### src/rtl/axi_slv_arbiter_pkg.sv
// rtl/axi_slv_arbiter_pkg.sv - shared frame layout and arbiter state encodings
// Purpose: frame field offsets, frame type and FSM state encodings shared by the
//          arbiter, its output register and the AXI channel stages.
// Ports:   none (package).
package axi_slv_arbiter_pkg;

  localparam int FRAME_WIDTH = 97;

  localparam int LEN_MSB  = 96;
  localparam int LEN_LSB  = 89;
  localparam int EOF_BIT  = 88;
  localparam int SOF_BIT  = 87;
  localparam int WR_BIT   = 86;
  localparam int DATA_MSB = 85;
  localparam int DATA_LSB = 22;
  localparam int ADDR_MSB = 21;
  localparam int ADDR_LSB = 0;

  typedef logic [FRAME_WIDTH-1:0] frame_t;

  typedef enum logic [1:0] {
    IDLE = 2'd0,
    WGNT = 2'd1,
    RGNT = 2'd2
  } arb_state_e;

endpackage

### src/rtl/axi_slv_arbiter_if.sv
// rtl/axi_slv_arbiter_if.sv - frame handshake bundle between AXI stages, arbiter and memory controller
// Purpose: groups the write/read frame inputs, the memory-controller frame output
//          and the sticky error flag.
// Ports:   slave  - arbiter side (consumes w/r frames, produces arb2mc frame + error)
//          master - environment side (produces w/r frames, consumes arb2mc frame)
interface axi_slv_arbiter_if;
  import axi_slv_arbiter_pkg::*;

  logic   axi2arb_wframe_valid;
  logic   axi2arb_wframe_ready;
  frame_t axi2arb_wframe_data;

  logic   axi2arb_rframe_valid;
  logic   axi2arb_rframe_ready;
  frame_t axi2arb_rframe_data;

  logic   arb2mc_frame_valid;
  logic   arb2mc_frame_ready;
  frame_t arb2mc_frame_data;

  logic   arb_frame_err;

  modport slave (
    input  axi2arb_wframe_valid, axi2arb_wframe_data,
    output axi2arb_wframe_ready,
    input  axi2arb_rframe_valid, axi2arb_rframe_data,
    output axi2arb_rframe_ready,
    output arb2mc_frame_valid, arb2mc_frame_data,
    input  arb2mc_frame_ready,
    output arb_frame_err
  );

  modport master (
    output axi2arb_wframe_valid, axi2arb_wframe_data,
    input  axi2arb_wframe_ready,
    output axi2arb_rframe_valid, axi2arb_rframe_data,
    input  axi2arb_rframe_ready,
    input  arb2mc_frame_valid, arb2mc_frame_data,
    output arb2mc_frame_ready,
    input  arb_frame_err
  );

endinterface

### src/rtl/axi_frame_reg.sv
// rtl/axi_frame_reg.sv - one-entry valid/ready pipeline register
// Purpose: registers one beat; accepts a new beat whenever empty or being drained
//          in the same cycle, so full throughput is kept with a single entry.
// Ports:   clk, rst_n                      - clock, async active-low reset
//          in_valid/in_ready/in_data       - upstream beat
//          out_valid/out_ready/out_data    - downstream beat (registered)
module axi_frame_reg
  import axi_slv_arbiter_pkg::*;
#(
  parameter int WIDTH = FRAME_WIDTH
) (
  input  logic             clk,
  input  logic             rst_n,
  input  logic             in_valid,
  output logic             in_ready,
  input  logic [WIDTH-1:0] in_data,
  output logic             out_valid,
  input  logic             out_ready,
  output logic [WIDTH-1:0] out_data
);

  logic             valid_q, valid_d;
  logic [WIDTH-1:0] data_q, data_d;

  // Ready looks only at our own state and the downstream ready, never at in_data.
  assign in_ready  = !valid_q || out_ready;
  assign out_valid = valid_q;
  assign out_data  = data_q;

  always_comb begin
    valid_d = valid_q;
    data_d  = data_q;
    if (in_valid && in_ready) begin
      // Load wins over unload: a simultaneous drain and refill stays valid.
      valid_d = 1'b1;
      data_d  = in_data;
    end else if (out_ready) begin
      valid_d = 1'b0;
    end
  end

  always_ff @(posedge clk or negedge rst_n) begin
    if (!rst_n) begin
      valid_q <= 1'b0;
      data_q  <= '0;
    end else begin
      valid_q <= valid_d;
      data_q  <= data_d;
    end
  end

endmodule

### src/rtl/axi_slv_arbiter.sv
// rtl/axi_slv_arbiter.sv - round-robin frame arbiter from AXI write/read stages to the memory controller
// Purpose: grants one source per frame (first granted beat through the eof beat),
//          alternating between write and read on contention, and forwards granted
//          beats unmodified through a one-entry output register. Flags frames that
//          run past MAX_BEATS without eof.
// Ports:   clk, rst_n - clock, async active-low reset
//          bus        - axi_slv_arbiter_if.slave: w/r frame inputs, arb2mc output, error flag
module axi_slv_arbiter
  import axi_slv_arbiter_pkg::*;
#(
  parameter int MAX_BEATS = 64,
  parameter bit RD_FIRST  = 1'b0
) (
  input  logic               clk,
  input  logic               rst_n,
  axi_slv_arbiter_if.slave   bus
);

  localparam logic [6:0] MAX_CNT = 7'(MAX_BEATS);
  // last_rd_q names the source granted last; on contention the other one wins,
  // so the reset value is the opposite of the source that should go first.
  localparam logic LAST_RD_RST = !RD_FIRST;

  arb_state_e state_q, state_d;
  logic       last_rd_q, last_rd_d;
  logic [6:0] cnt_q, cnt_d;
  logic       err_q, err_d;

  logic   reg_in_ready;
  logic   reg_in_valid;
  logic   w_hs, r_hs, hs;
  frame_t sel_data;

  assign bus.axi2arb_wframe_ready = (state_q == WGNT) && reg_in_ready;
  assign bus.axi2arb_rframe_ready = (state_q == RGNT) && reg_in_ready;

  assign w_hs = bus.axi2arb_wframe_valid && bus.axi2arb_wframe_ready;
  assign r_hs = bus.axi2arb_rframe_valid && bus.axi2arb_rframe_ready;
  assign hs   = w_hs || r_hs;

  assign reg_in_valid = ((state_q == WGNT) && bus.axi2arb_wframe_valid) ||
                        ((state_q == RGNT) && bus.axi2arb_rframe_valid);
  assign sel_data     = (state_q == RGNT) ? bus.axi2arb_rframe_data
                                          : bus.axi2arb_wframe_data;

  assign bus.arb_frame_err = err_q;

  always_comb begin
    state_d   = state_q;
    last_rd_d = last_rd_q;
    cnt_d     = cnt_q;
    err_d     = err_q;
    case (state_q)
      IDLE: begin
        // Readies are 0 here, so every frame sees at least one idle bubble.
        cnt_d = '0;
        if (bus.axi2arb_wframe_valid && bus.axi2arb_rframe_valid) begin
          state_d = last_rd_q ? WGNT : RGNT;
        end else if (bus.axi2arb_wframe_valid) begin
          state_d = WGNT;
        end else if (bus.axi2arb_rframe_valid) begin
          state_d = RGNT;
        end
      end
      WGNT, RGNT: begin
        if (hs) begin
          cnt_d = cnt_q + 7'd1;
          // Error only; the grant is kept until the source finally sends eof.
          if ((cnt_q == MAX_CNT) && !sel_data[EOF_BIT]) begin
            err_d = 1'b1;
          end
          if (sel_data[EOF_BIT]) begin
            state_d   = IDLE;
            last_rd_d = (state_q == RGNT);
          end
        end
      end
      default: state_d = IDLE;
    endcase
  end

  always_ff @(posedge clk or negedge rst_n) begin
    if (!rst_n) begin
      state_q   <= IDLE;
      last_rd_q <= LAST_RD_RST;
      cnt_q     <= '0;
      err_q     <= 1'b0;
    end else begin
      state_q   <= state_d;
      last_rd_q <= last_rd_d;
      cnt_q     <= cnt_d;
      err_q     <= err_d;
    end
  end

  axi_frame_reg #(
    .WIDTH(FRAME_WIDTH)
  ) u_out_reg (
    .clk      (clk),
    .rst_n    (rst_n),
    .in_valid (reg_in_valid),
    .in_ready (reg_in_ready),
    .in_data  (sel_data),
    .out_valid(bus.arb2mc_frame_valid),
    .out_ready(bus.arb2mc_frame_ready),
    .out_data (bus.arb2mc_frame_data)
  );

endmodule
### src/flat_wrapper.sv
// flat-port wrapper written by rule: the top's interface ports become plain ports
module axi_slv_arbiter_flat import axi_slv_arbiter_pkg::*;
#(
  parameter int MAX_BEATS = 64,
  parameter bit RD_FIRST  = 1'b0
)
  (clk, rst_n, bus_axi2arb_wframe_valid, bus_axi2arb_wframe_data, bus_axi2arb_wframe_ready, bus_axi2arb_rframe_valid, bus_axi2arb_rframe_data, bus_axi2arb_rframe_ready, bus_arb2mc_frame_valid, bus_arb2mc_frame_data, bus_arb2mc_frame_ready, bus_arb_frame_err);
  axi_slv_arbiter_if bus_i ();
  input  logic clk;
  input  logic rst_n;
  input wire logic [$bits(bus_i.axi2arb_wframe_valid)-1:0] bus_axi2arb_wframe_valid;
  input wire logic [$bits(bus_i.axi2arb_wframe_data)-1:0] bus_axi2arb_wframe_data;
  output wire logic [$bits(bus_i.axi2arb_wframe_ready)-1:0] bus_axi2arb_wframe_ready;
  input wire logic [$bits(bus_i.axi2arb_rframe_valid)-1:0] bus_axi2arb_rframe_valid;
  input wire logic [$bits(bus_i.axi2arb_rframe_data)-1:0] bus_axi2arb_rframe_data;
  output wire logic [$bits(bus_i.axi2arb_rframe_ready)-1:0] bus_axi2arb_rframe_ready;
  output wire logic [$bits(bus_i.arb2mc_frame_valid)-1:0] bus_arb2mc_frame_valid;
  output wire logic [$bits(bus_i.arb2mc_frame_data)-1:0] bus_arb2mc_frame_data;
  input wire logic [$bits(bus_i.arb2mc_frame_ready)-1:0] bus_arb2mc_frame_ready;
  output wire logic [$bits(bus_i.arb_frame_err)-1:0] bus_arb_frame_err;
  assign bus_i.axi2arb_wframe_valid = bus_axi2arb_wframe_valid;
  assign bus_i.axi2arb_wframe_data = bus_axi2arb_wframe_data;
  assign bus_axi2arb_wframe_ready = bus_i.axi2arb_wframe_ready;
  assign bus_i.axi2arb_rframe_valid = bus_axi2arb_rframe_valid;
  assign bus_i.axi2arb_rframe_data = bus_axi2arb_rframe_data;
  assign bus_axi2arb_rframe_ready = bus_i.axi2arb_rframe_ready;
  assign bus_arb2mc_frame_valid = bus_i.arb2mc_frame_valid;
  assign bus_arb2mc_frame_data = bus_i.arb2mc_frame_data;
  assign bus_i.arb2mc_frame_ready = bus_arb2mc_frame_ready;
  assign bus_arb_frame_err = bus_i.arb_frame_err;
  axi_slv_arbiter #(.MAX_BEATS(MAX_BEATS), .RD_FIRST(RD_FIRST)) u_core (.clk(clk), .rst_n(rst_n), .bus(bus_i));
endmodule
### config.mk
export PLATFORM = sky130hd
export DESIGN_NAME = axi_slv_arbiter_flat
export DESIGN_NICKNAME = d
export VERILOG_FILES = /design/src/rtl/axi_slv_arbiter_pkg.sv /design/src/rtl/axi_slv_arbiter_if.sv /design/src/rtl/axi_frame_reg.sv /design/src/rtl/axi_slv_arbiter.sv /design/src/flat_wrapper.sv
export SDC_FILE = /design/constraint.sdc
export NUM_CORES = 1
export LEC_CHECK = 0
export BUFFER_PORTS_ARGS = -buffer_cell sky130_fd_sc_hd__buf_2
export CAP_MARGIN = 20
export CORE_AREA = 2 2 117 119
export CTS_BUF_LIST = sky130_fd_sc_hd__clkbuf_4
export CTS_CLUSTER_SIZE = 8
export DETAILED_ROUTE_END_ITERATION = 12
export DIE_AREA = 0 0 119 121
export PLACE_DENSITY = 0.73
export SETUP_SLACK_MARGIN = 0.4
export SYNTH_ARGS = -nofsm -noshare
export SYNTH_HDL_FRONTEND = slang
export SYNTH_SLANG_ARGS = --single-unit
export TNS_END_PERCENT = 20
### constraint.sdc
create_clock -name clk -period 4.9 [get_ports clk]
set_clock_uncertainty 0.05 [all_clocks]
set_input_delay 0.245 -clock clk [delete_from_list [all_inputs] [get_ports clk]]
set_output_delay 0.245 -clock clk [all_outputs]
set_load 0.02 [all_outputs]
# == Word level (Yosys, flattened, before mapping) ==
# Cells that the tools add are included.
# word_totals
regBits,109
output_inout_bits,101
elab_cells,47
# classes
addsub,1
n_eq_ne,6
mux,12
reduce_logical,22
# op_table
operator,n
$mux 97,1
$pmux 7 s2,1
$mux 2,6
$logic_and 1x1->1,9
$reduce_and 3->1,3
$add 7x1->7 const B,1
$eq 7x7->1 const B,1
$mux 7,1
$ne 2x1->1 const B,2
$ne 4x3->1 const B,1
$pmux 2 s2,1
$reduce_bool 2->1,2
$logic_or 1x1->1,3
$eq 2x1->1 const B,1
$eq 2x2->1 const B,1
$logic_not 1->1,2
$logic_not 2->1,1
$mux 1,2
$reduce_and 2->1,1
$reduce_or 2->1,1

# == Longest topological paths before layout ==
# Gate-level depths: netlist (run 1).
# logic_depth
depth_word,7
mapped_depth,9
mapped_depth_nobuf,6

# == Hierarchy ==
# From an unflattened synthesis (run 1), not the netlist that was laid out.
# hier_totals
cells_unflattened,386
area_unflattened_um2,5555.3
# by_module_without_submodules
mod,instances,cells_per_inst,area_per_inst_um2
axi_frame_reg,1,208,3758.6
axi_slv_arbiter,1,178,1796.7

# == Least setup slack after synthesis (run 1) ==
# No wires, ideal clock.
# synth_path
path_kind,flip-flop to output port
from,register u_core.state_q[0]
to,output bus_axi2arb_rframe_ready
arrival_time_ps,1383
required_ps,4605
slack_ps,3222
stages_incl_launch_ff,7
n_path_buf,3
cell_sequence,dfrtp_1 > inv_1 > ha_1 > buf_4 > buf_4 > buf_4 > and2_1
# synth_via
elab_chain_len,2
# synth_rtl
element,line_no,source
from (decl),axi_slv_arbiter.sv:24,"arb_state_e state_q, state_d;"
from (signal assigned),axi_slv_arbiter.sv:89,state_q <= state_d;
$eq 2x2->1,axi_slv_arbiter.sv:35,assign bus.axi2arb_rframe_ready = (state_q == RGNT) && reg_in_ready;
$logic_and 1x1->1,axi_slv_arbiter.sv:35,
to (decl),flat_wrapper.sv:16,output wire logic [$bits(bus_i.axi2arb_rframe_ready)-1:0] bus_axi2arb_rframe_ready;
# Every way passes these cells.

# == Worst setup path in the final report (run 1) ==
# layout_path
from,register u_core.state_q[0]
to,"register u_core.u_out_reg.data_q[53], in the netlist u_core.u_out_reg.out_data[53]"
# layout_via
elab_chain_len,4
elab_cells_between_ends,7
cone_classes,2 x eq/ne; 1 x mux; 4 x reduce/logical
# layout_rtl
element,line_no,source
$eq 2x1->1 / $eq 2x2->1 (equally long branches),"axi_slv_arbiter.sv:41, axi_slv_arbiter.sv:42, axi_slv_arbiter.sv:43",
"$logic_and 1x1->1, on equally long branches","axi_slv_arbiter.sv:41, axi_slv_arbiter.sv:42",
$logic_or 1x1->1,axi_slv_arbiter.sv:41,assign reg_in_valid = ((state_q == WGNT) && bus.axi2arb_wframe_valid) ||
$logic_and 1x1->1,axi_frame_reg.sv:33,if (in_valid && in_ready) begin
to (signal assigned),axi_frame_reg.sv:48,data_q <= data_d;
to (decl),axi_frame_reg.sv:23,"logic [WIDTH-1:0] data_q, data_d;"
# Several ways; a longest one is shown, not always the timed one.
# A chain may end at the register's enable or synchronous reset.

==> metrics.txt, run 1 <==
Pre-antenna DRT Iters=5; worst slack at placement=2050 ps; Main synth FF type=dfrtp_1; largest net degree at the start of global routing=110; Slowest-stage cell, CP=buf_4; IO Port Bufs=299; drt wl/cell=15.2 µm; RSZ-0062 raised after global routing=false; LEAKAGE=4.37 nW; area delta synth->final=65.5%; cell taking the most area after synthesis=dfrtp_1; area fraction in compound gates after synthesis=0.123; Root Buffer=clkbuf_4; crit path kind=flop to flop; Initial Util=0.395; Via density=4.80; delay-heaviest family, CP=buffers and inverters; Die X=119 µm; Max Cap Viol=0; clk_lat worst skew=460 ps; final hold vios=0; Max rail drop VDD=0.000383 V; Avg Cell Area, Syn=10.4 µm²; grt ovf=0; layout cell share with drive strength beyond 1=0.346; Synth Area in Adders=0.0121; worst-path maximum fanout=55; relative slew slack=0.352; status=finished clean; Yosys cell types=35; f_max=0.293 GHz; final period utilization=0.697; Seq/Total Area, Yosys=0.529; Worst EP arrival=3700 ps; asr flop ratio synth=1.00; Final Setup Violations=0; Yosys reg bits=109; critical path's most frequent cell=buf_4; DRC errors left=0; Worst Setup Start Kind=flop; YS warnings=0; vias in the first global route=5726; clk slew on worst S/H paths=150 ps; Final ANT Viol Nets=0; CTS max path bufs=2; Final TNS setup=0 ps; worst hold path type=input port to flop; Die ar.=14400 µm²; 1st-iter DRT viols=292; fin worst setup slack=1490 ps; initial antenna violation count=0; gpl congestion=0.816; largest family of logic cells by synthesized area=multiplexers; H-Tree Depth=3; Synth Area in XOR/XNOR=0.00170; multiplexer share of the synthesized area=0.194; CP peak stage delay=820 ps; Synth Net Count=700; Core ar.=13100 µm²; CTS Buf Count=9; GRT Util Overall=0.239; worst path required time=5190 ps; row count=42; # IOs=300; cell area after synthesis=5160 µm²; Power Density=540 nW/µm²; DP HPWL=9960 µm; top-area cell type share of the netlist area=0.524; CP Buf/Inv Count=4; cell count after synthesis=496; Die Ht=121 µm; final slew viol count=0; minimum clock period after layout=3410 ps; Nets=1145; Worst Max-Slew Pin Slew=973 ps; ANT cells=0; TritonCTS clock tree=built; crit-path cells=inv_1, ha_4, buf_4, buf_4, mux2i_1, dlygate4sd3_1, o21ai_0; Post-synth EDFFs=0; crit end category=flop; simple-gate area share of the yosys netlist=0.0999; clock sink count=109; top cells by area, synth=dfrtp_1 (52%), mux2i_1 (19%), o21ai_0 (9.4%); routed vias=5390; first-pass GRT wire length=27400 µm; Post-Route WL=17100 µm
[sequential cells by signal, indices dropped and copies added, names as in the netlist]
| register | count |
|---|---|
| u_core.u_out_reg.out_data | 97 |
| u_core.cnt_q | 7 |
| u_core.state_q | 2 |
| u_core.bus.arb_frame_err | 1 |
| u_core.last_rd_q | 1 |
| u_core.u_out_reg.out_valid | 1 |
[per-stage QoR]
stage / total power [W] / utilization / instances / hold WS, ps / area (µm²)
floorplan: 0.00307 / - / 496 / -101 / 5160
global placement: 0.00372 / 0.515 / 942 / 360 / 6740
detailed placement: 0.00376 / 0.515 / 942 / 368 / 6740
CTS: 0.00459 / 0.653 / 1122 / 0.00183 / 8540
global route: 0.00495 / 0.653 / 1122 / 19.0 / 8540
finish: 0.00462 / 0.653 / 1122 / 30.4 / 8540
[final timing paths]
check / start / end / slack [ps] / cells after the start
worst min-delay path: bus_axi2arb_rframe_data[65] / u_core.u_out_reg.out_data[65] / 30 / 3
worst min register to register: u_core.u_out_reg.out_data[63] / u_core.u_out_reg.out_data[63] / 440 / 2
worst max register to register: u_core.state_q[0] / u_core.u_out_reg.out_data[53] / 1490 / 7
worst max-delay path: u_core.state_q[0] / u_core.u_out_reg.out_data[53] / 1490 / 7
min in group asynchronous: rst_n / u_core.u_out_reg.out_data[34] / 360 / 2
max in group asynchronous: rst_n / u_core.u_out_reg.out_data[87] / 3360 / 3
[cell usage in the layout, fill, tap and decap left out, types with 4 or more instances in the layout]
cell type,n
mux2i_1,100
inv_1,7
o21ai_0,97
nand2_1,104
ha_1,4
buf_2,298
o21ai_1,6
nand3_1,5
buf_4,5
clkbuf_4,11
dfrtp_1,108
dlygate4sd3_1,164
[worst reg2reg max path: stages, from the launching register on]
cell and delay (ps):
dfrtp_1 420, inv_1 140, ha_4 150, buf_4 570, buf_4 870, mux2i_1 420
dlygate4sd3_1 590, o21ai_0 70
[cell usage after synthesis (2+ instances only)]
cell type / number
ha_1: 5
o21ai_0: 97
o31a_1: 2
a31oi_1: 3
o21ai_1: 6
nand2b_1: 2
nand3_1: 5
o31ai_1: 2
buf_4: 8
clkbuf_1: 10
and2_1: 2
mux2i_1: 100
buf_6: 2
buf_2: 13
nand2_1: 104
dfrtp_1: 108
inv_1: 7
nor2_1: 3
[metal layers]
layer,vias to the layer above,track usage,part of all wire
met4,0,0.115,0.036
met3,49,0.0536,0.066
met1,2487,0.254,0.37
li1,2606,-,-
met5,-,0,0
met2,248,0.447,0.52
[power breakdown]
part | switching [W] | leakage (nW) | total, W | internal [W]
registers | 0.000206 | 1.37 | 0.00151 | 0.00130
clock network | 0.000289 | 0.0906 | 0.000506 | 0.000217
logic | 0.00151 | 2.91 | 0.00261 | 0.00109
total | 0.00201 | 4.37 | 0.00462 | 0.00261
[cell families (layout without fill, tap and decap cells)]
group | after synthesis | count (layout)
AOI/OAI and AO/OA | 118 | 118
xor gates and xnor gates | 1 | 1
adders and majority gates | 5 | 5
buffers and inverters | 40 | 490
DFF | 109 | 109
muxes | 100 | 100
and+or+nand+nor | 123 | 123
[area by class of cell]
class | instances | area [µm²]
fillers | 952 | 4540
repair buffers | 467 | 3170
flip-flops and latches | 109 | 2730
multi-input cells | 347 | 2240
well taps | 176 | 220
clock buffers | 11 | 82.6
clock inverters | 5 | 75.1
inverters | 7 | 26.3
[what timing repair did]
action / in CTS / in global routing
hold buffers: 164 / 0
gates resized for setup: 0 / 0
buffers inserted: 0 / 0
hold endpoints to repair: 151 / 0
(Power assumes the default switching activity.)
==> inputs of run 2 (changes only) <==
==> constraint.sdc (replaced) <==
create_clock -name clk -period 3.2 [get_ports clk]
set_clock_uncertainty 0.05 [all_clocks]
set_input_delay 0.16 -clock clk [delete_from_list [all_inputs] [get_ports clk]]
set_output_delay 0.16 -clock clk [all_outputs]
set_load 0.02 [all_outputs]
==> metrics.txt, run 2 <==
Yosys cell types=35; # IOs=300; YS warnings=0; DP HPWL=10200 µm; top cells by area, synth=dfrtp_1 (52%), mux2i_1 (19%), o21ai_0 (9.4%); Root Buffer=clkbuf_4; CTS Buf Count=9; Initial Util=0.395; count leader, synth=dfrtp_1; clock sink count=109; asr flop ratio synth=1.00; Die X=119 µm; stop err=[ERROR RSZ-0060] Max buffer count reached.; H-Tree Depth=3; Avg Cell Area, Syn=10.4 µm²; gpl congestion=0.779; Post-CTS Setup Inserts=0; cell taking the most area after synthesis=dfrtp_1; IO Port Bufs=299; CTS Hold Bufs=193; top-area cell type share of the netlist area=0.524; Synth Net Count=700; Die Ht=121 µm; Post-CTS Resized=0; Seq/Total Area, Yosys=0.529; Post-synth top cells=dfrtp_1 (108), nand2_1 (104), mux2i_1 (100); cell count after synthesis=496; Main synth FF type=dfrtp_1; CTS max path bufs=2; Post-synth EDFFs=0; cell area after synthesis=5160 µm²; status=aborted with a tool error; row count=42; Fail Step=clock tree synthesis; Yosys reg bits=109
[run 2: cell counts after synthesis]
Identical to the previous run, type by type.
[run 2: cells by family after synthesis]
logic type | count (synthesis) | share of synthesized area
buffers and inverters | 40 | 0.0410
XOR/XNOR | 1 | 0.00170
AO/OA/AOI/OAI | 118 | 0.123
adder cells (fa/ha/maj) | 5 | 0.0121
multiplexers | 100 | 0.194
AND/OR/NAND/NOR | 123 | 0.0999
flip-flops | 109 | 0.529
[run 2: stage by stage]
stage | hold WS [ps] | utilization | instance area, µm² | setup WS [ps] | cells
2_1_floorplan | -186 | - | 5160 | 1610 | 496
3_3_place_gp | 209 | 0.519 | 6790 | 1160 | 943
3_5_place_dp | 209 | 0.519 | 6790 | 1090 | 943
==> inputs of run 3 (changes only) <==
--- a/config.mk
+++ b/config.mk
@@ -7,13 +7,9 @@
 export LEC_CHECK = 0
 export BUFFER_PORTS_ARGS = -buffer_cell sky130_fd_sc_hd__buf_2
 export CAP_MARGIN = 20
-export CORE_AREA = 2 2 117 119
-export CTS_BUF_LIST = sky130_fd_sc_hd__clkbuf_4
-export CTS_CLUSTER_SIZE = 8
+export CORE_UTILIZATION = 30
 export DETAILED_ROUTE_END_ITERATION = 12
-export DIE_AREA = 0 0 119 121
-export PLACE_DENSITY = 0.73
-export SETUP_SLACK_MARGIN = 0.4
+export PLACE_DENSITY_LB_ADDON = 0.15
 export SYNTH_ARGS = -nofsm -noshare
 export SYNTH_HDL_FRONTEND = slang
 export SYNTH_SLANG_ARGS = --single-unit
==> metrics.txt, run 3 (synthesized netlist as in run 1, its figures left out) <==
status=finished clean; grt ovf=0; Post-Route WL=14300 µm; RSZ-0062 raised after global routing=false; Post-CTS Setup Inserts=0; Final Setup Violations=0; clk_lat worst skew=340 ps; GRT Util Overall=0.163; commonest non-fill, non-tap cell in the layout=buf_2; TritonCTS clock tree=built; Die ar.=17700 µm²; largest net degree at the start of global routing=110; drt wl/cell=14.2 µm; vias in the first global route=4638; Worst Max-Slew Pin Slew=730 ps; layout cell share with drive strength beyond 1=0.415; CTS Buf Count=9; first-pass GRT wire length=22700 µm; Slowest-stage cell, CP=buf_4; CP peak stage delay=610 ps; commonest cells after routing, fill and taps aside=buf_2 (298), dfrtp_1 (108), nand2_1 (104); crit path kind=flop to primary output; Via density=4.56; CTS max path bufs=2; # IOs=300; ANT cells=0; Initial Util=0.309; Root Buffer=clkbuf_16; row count=47; Max rail drop VDD=0.000339 V; area delta synth->final=38.0%; Reg area=2730 µm²; initial antenna violation count=0; crit-path cells=inv_1, ha_4, buf_4, and2_1, buf_2; minimum clock period after layout=2470 ps; Die X=133 µm; final period utilization=0.772; R2R Setup Slk=980 ps; crit end category=primary output; worst path required time=2990 ps; routed vias=4575; Worst Setup Start Kind=flop; DP HPWL=11000 µm; Power Density=960 nW/µm²; final hold vios=0; Final ANT Viol Nets=0; Worst EP arrival=2260 ps; multi-input logic area=2240 µm²; clk slew on worst S/H paths=70 ps; H-Tree Depth=3; 1st-iter DRT viols=94; LEAKAGE=3.74 nW; Final TNS setup=0 ps; relative slew slack=0.514; IO Port Bufs=299; final slew viol count=0; Die Ht=133 µm; f_max=0.405 GHz; Max Cap Viol=0; worst-path maximum fanout=40; gpl congestion=0.832; Area after DPL=6830 µm²; Nets=983; Pre-antenna DRT Iters=4; DRC errors left=0; Core ar.=16700 µm²; worst hold path type=input port to flop; Fillers=1709; clock sink count=109; post-layout instance area=7120 µm²; max FFs per register=97
run 3: cell type report:
| type | count | share of cell area |
|---|---|---|
| Inverter | 7 | 0.00369 |
| Clock inverter | 4 | 0.00702 |
| Multi-Input combinational cell | 347 | 0.314 |
| Tap cell | 220 | 0.0386 |
| Sequential cell | 109 | 0.383 |
| Clock buffer | 11 | 0.0327 |
| Timing Repair Buffer | 305 | 0.221 |
run 3: worst paths after layout:
| kind | end | cells past startpoint | startpoint |
|---|---|---|---|
| max reg2reg | u_core.u_out_reg.out_data[29] | 5 | u_core.state_q[0] |
| max in group asynchronous | u_core.last_rd_q | 3 | rst_n |
| max | bus_axi2arb_rframe_ready | 5 | u_core.state_q[0] |
| min | u_core.u_out_reg.out_data[8] | 3 | bus_axi2arb_wframe_data[8] |
| min in group asynchronous | u_core.u_out_reg.out_data[39] | 2 | rst_n |
| min reg2reg | u_core.u_out_reg.out_data[64] | 2 | u_core.u_out_reg.out_data[64] |
run 3: timing repair:
action,4_1_cts,5_1_grt
resized for setup,0,0
hold buffers,1,0
endpoints found under the hold margin,51,0
run 3: power by group:
group	switching (W)	internal [W]	total, W
logic	0.00219	0.00126	0.00346
registers	0.000298	0.00200	0.00230
clock network	0.000485	0.000602	0.00109
total	0.00298	0.00386	0.00684
run 3: stage by stage:
stage	hold slack (ps)	worst slack, ps	total power [W]	util	cells
2_1_floorplan	-186	1610	0.00470	-	496
3_3_place_gp	191	1010	0.00576	0.409	987
3_5_place_dp	191	972	0.00585	0.409	987
4_1_cts	19.4	667	0.00696	0.427	1003
5_1_grt	51.9	592	0.00735	0.427	1003
6_report	35.1	730	0.00684	0.427	1003
run 3: metal layers:
layer  wire [µm]  global-route usage  up-vias
met2        7530               0.299      182
met1        5530               0.181     2089
met5           0                   0        -
li1            -                   -     2282
met4         344              0.0751        0
met3         869              0.0301       22
run 3: critical path: cells and delay by family (launching register included):
family | cells | cell delay [ps]
buf+inv | 3 | 910
fa+ha+maj | 1 | 400
flops | 1 | 390
simple gates | 1 | 210
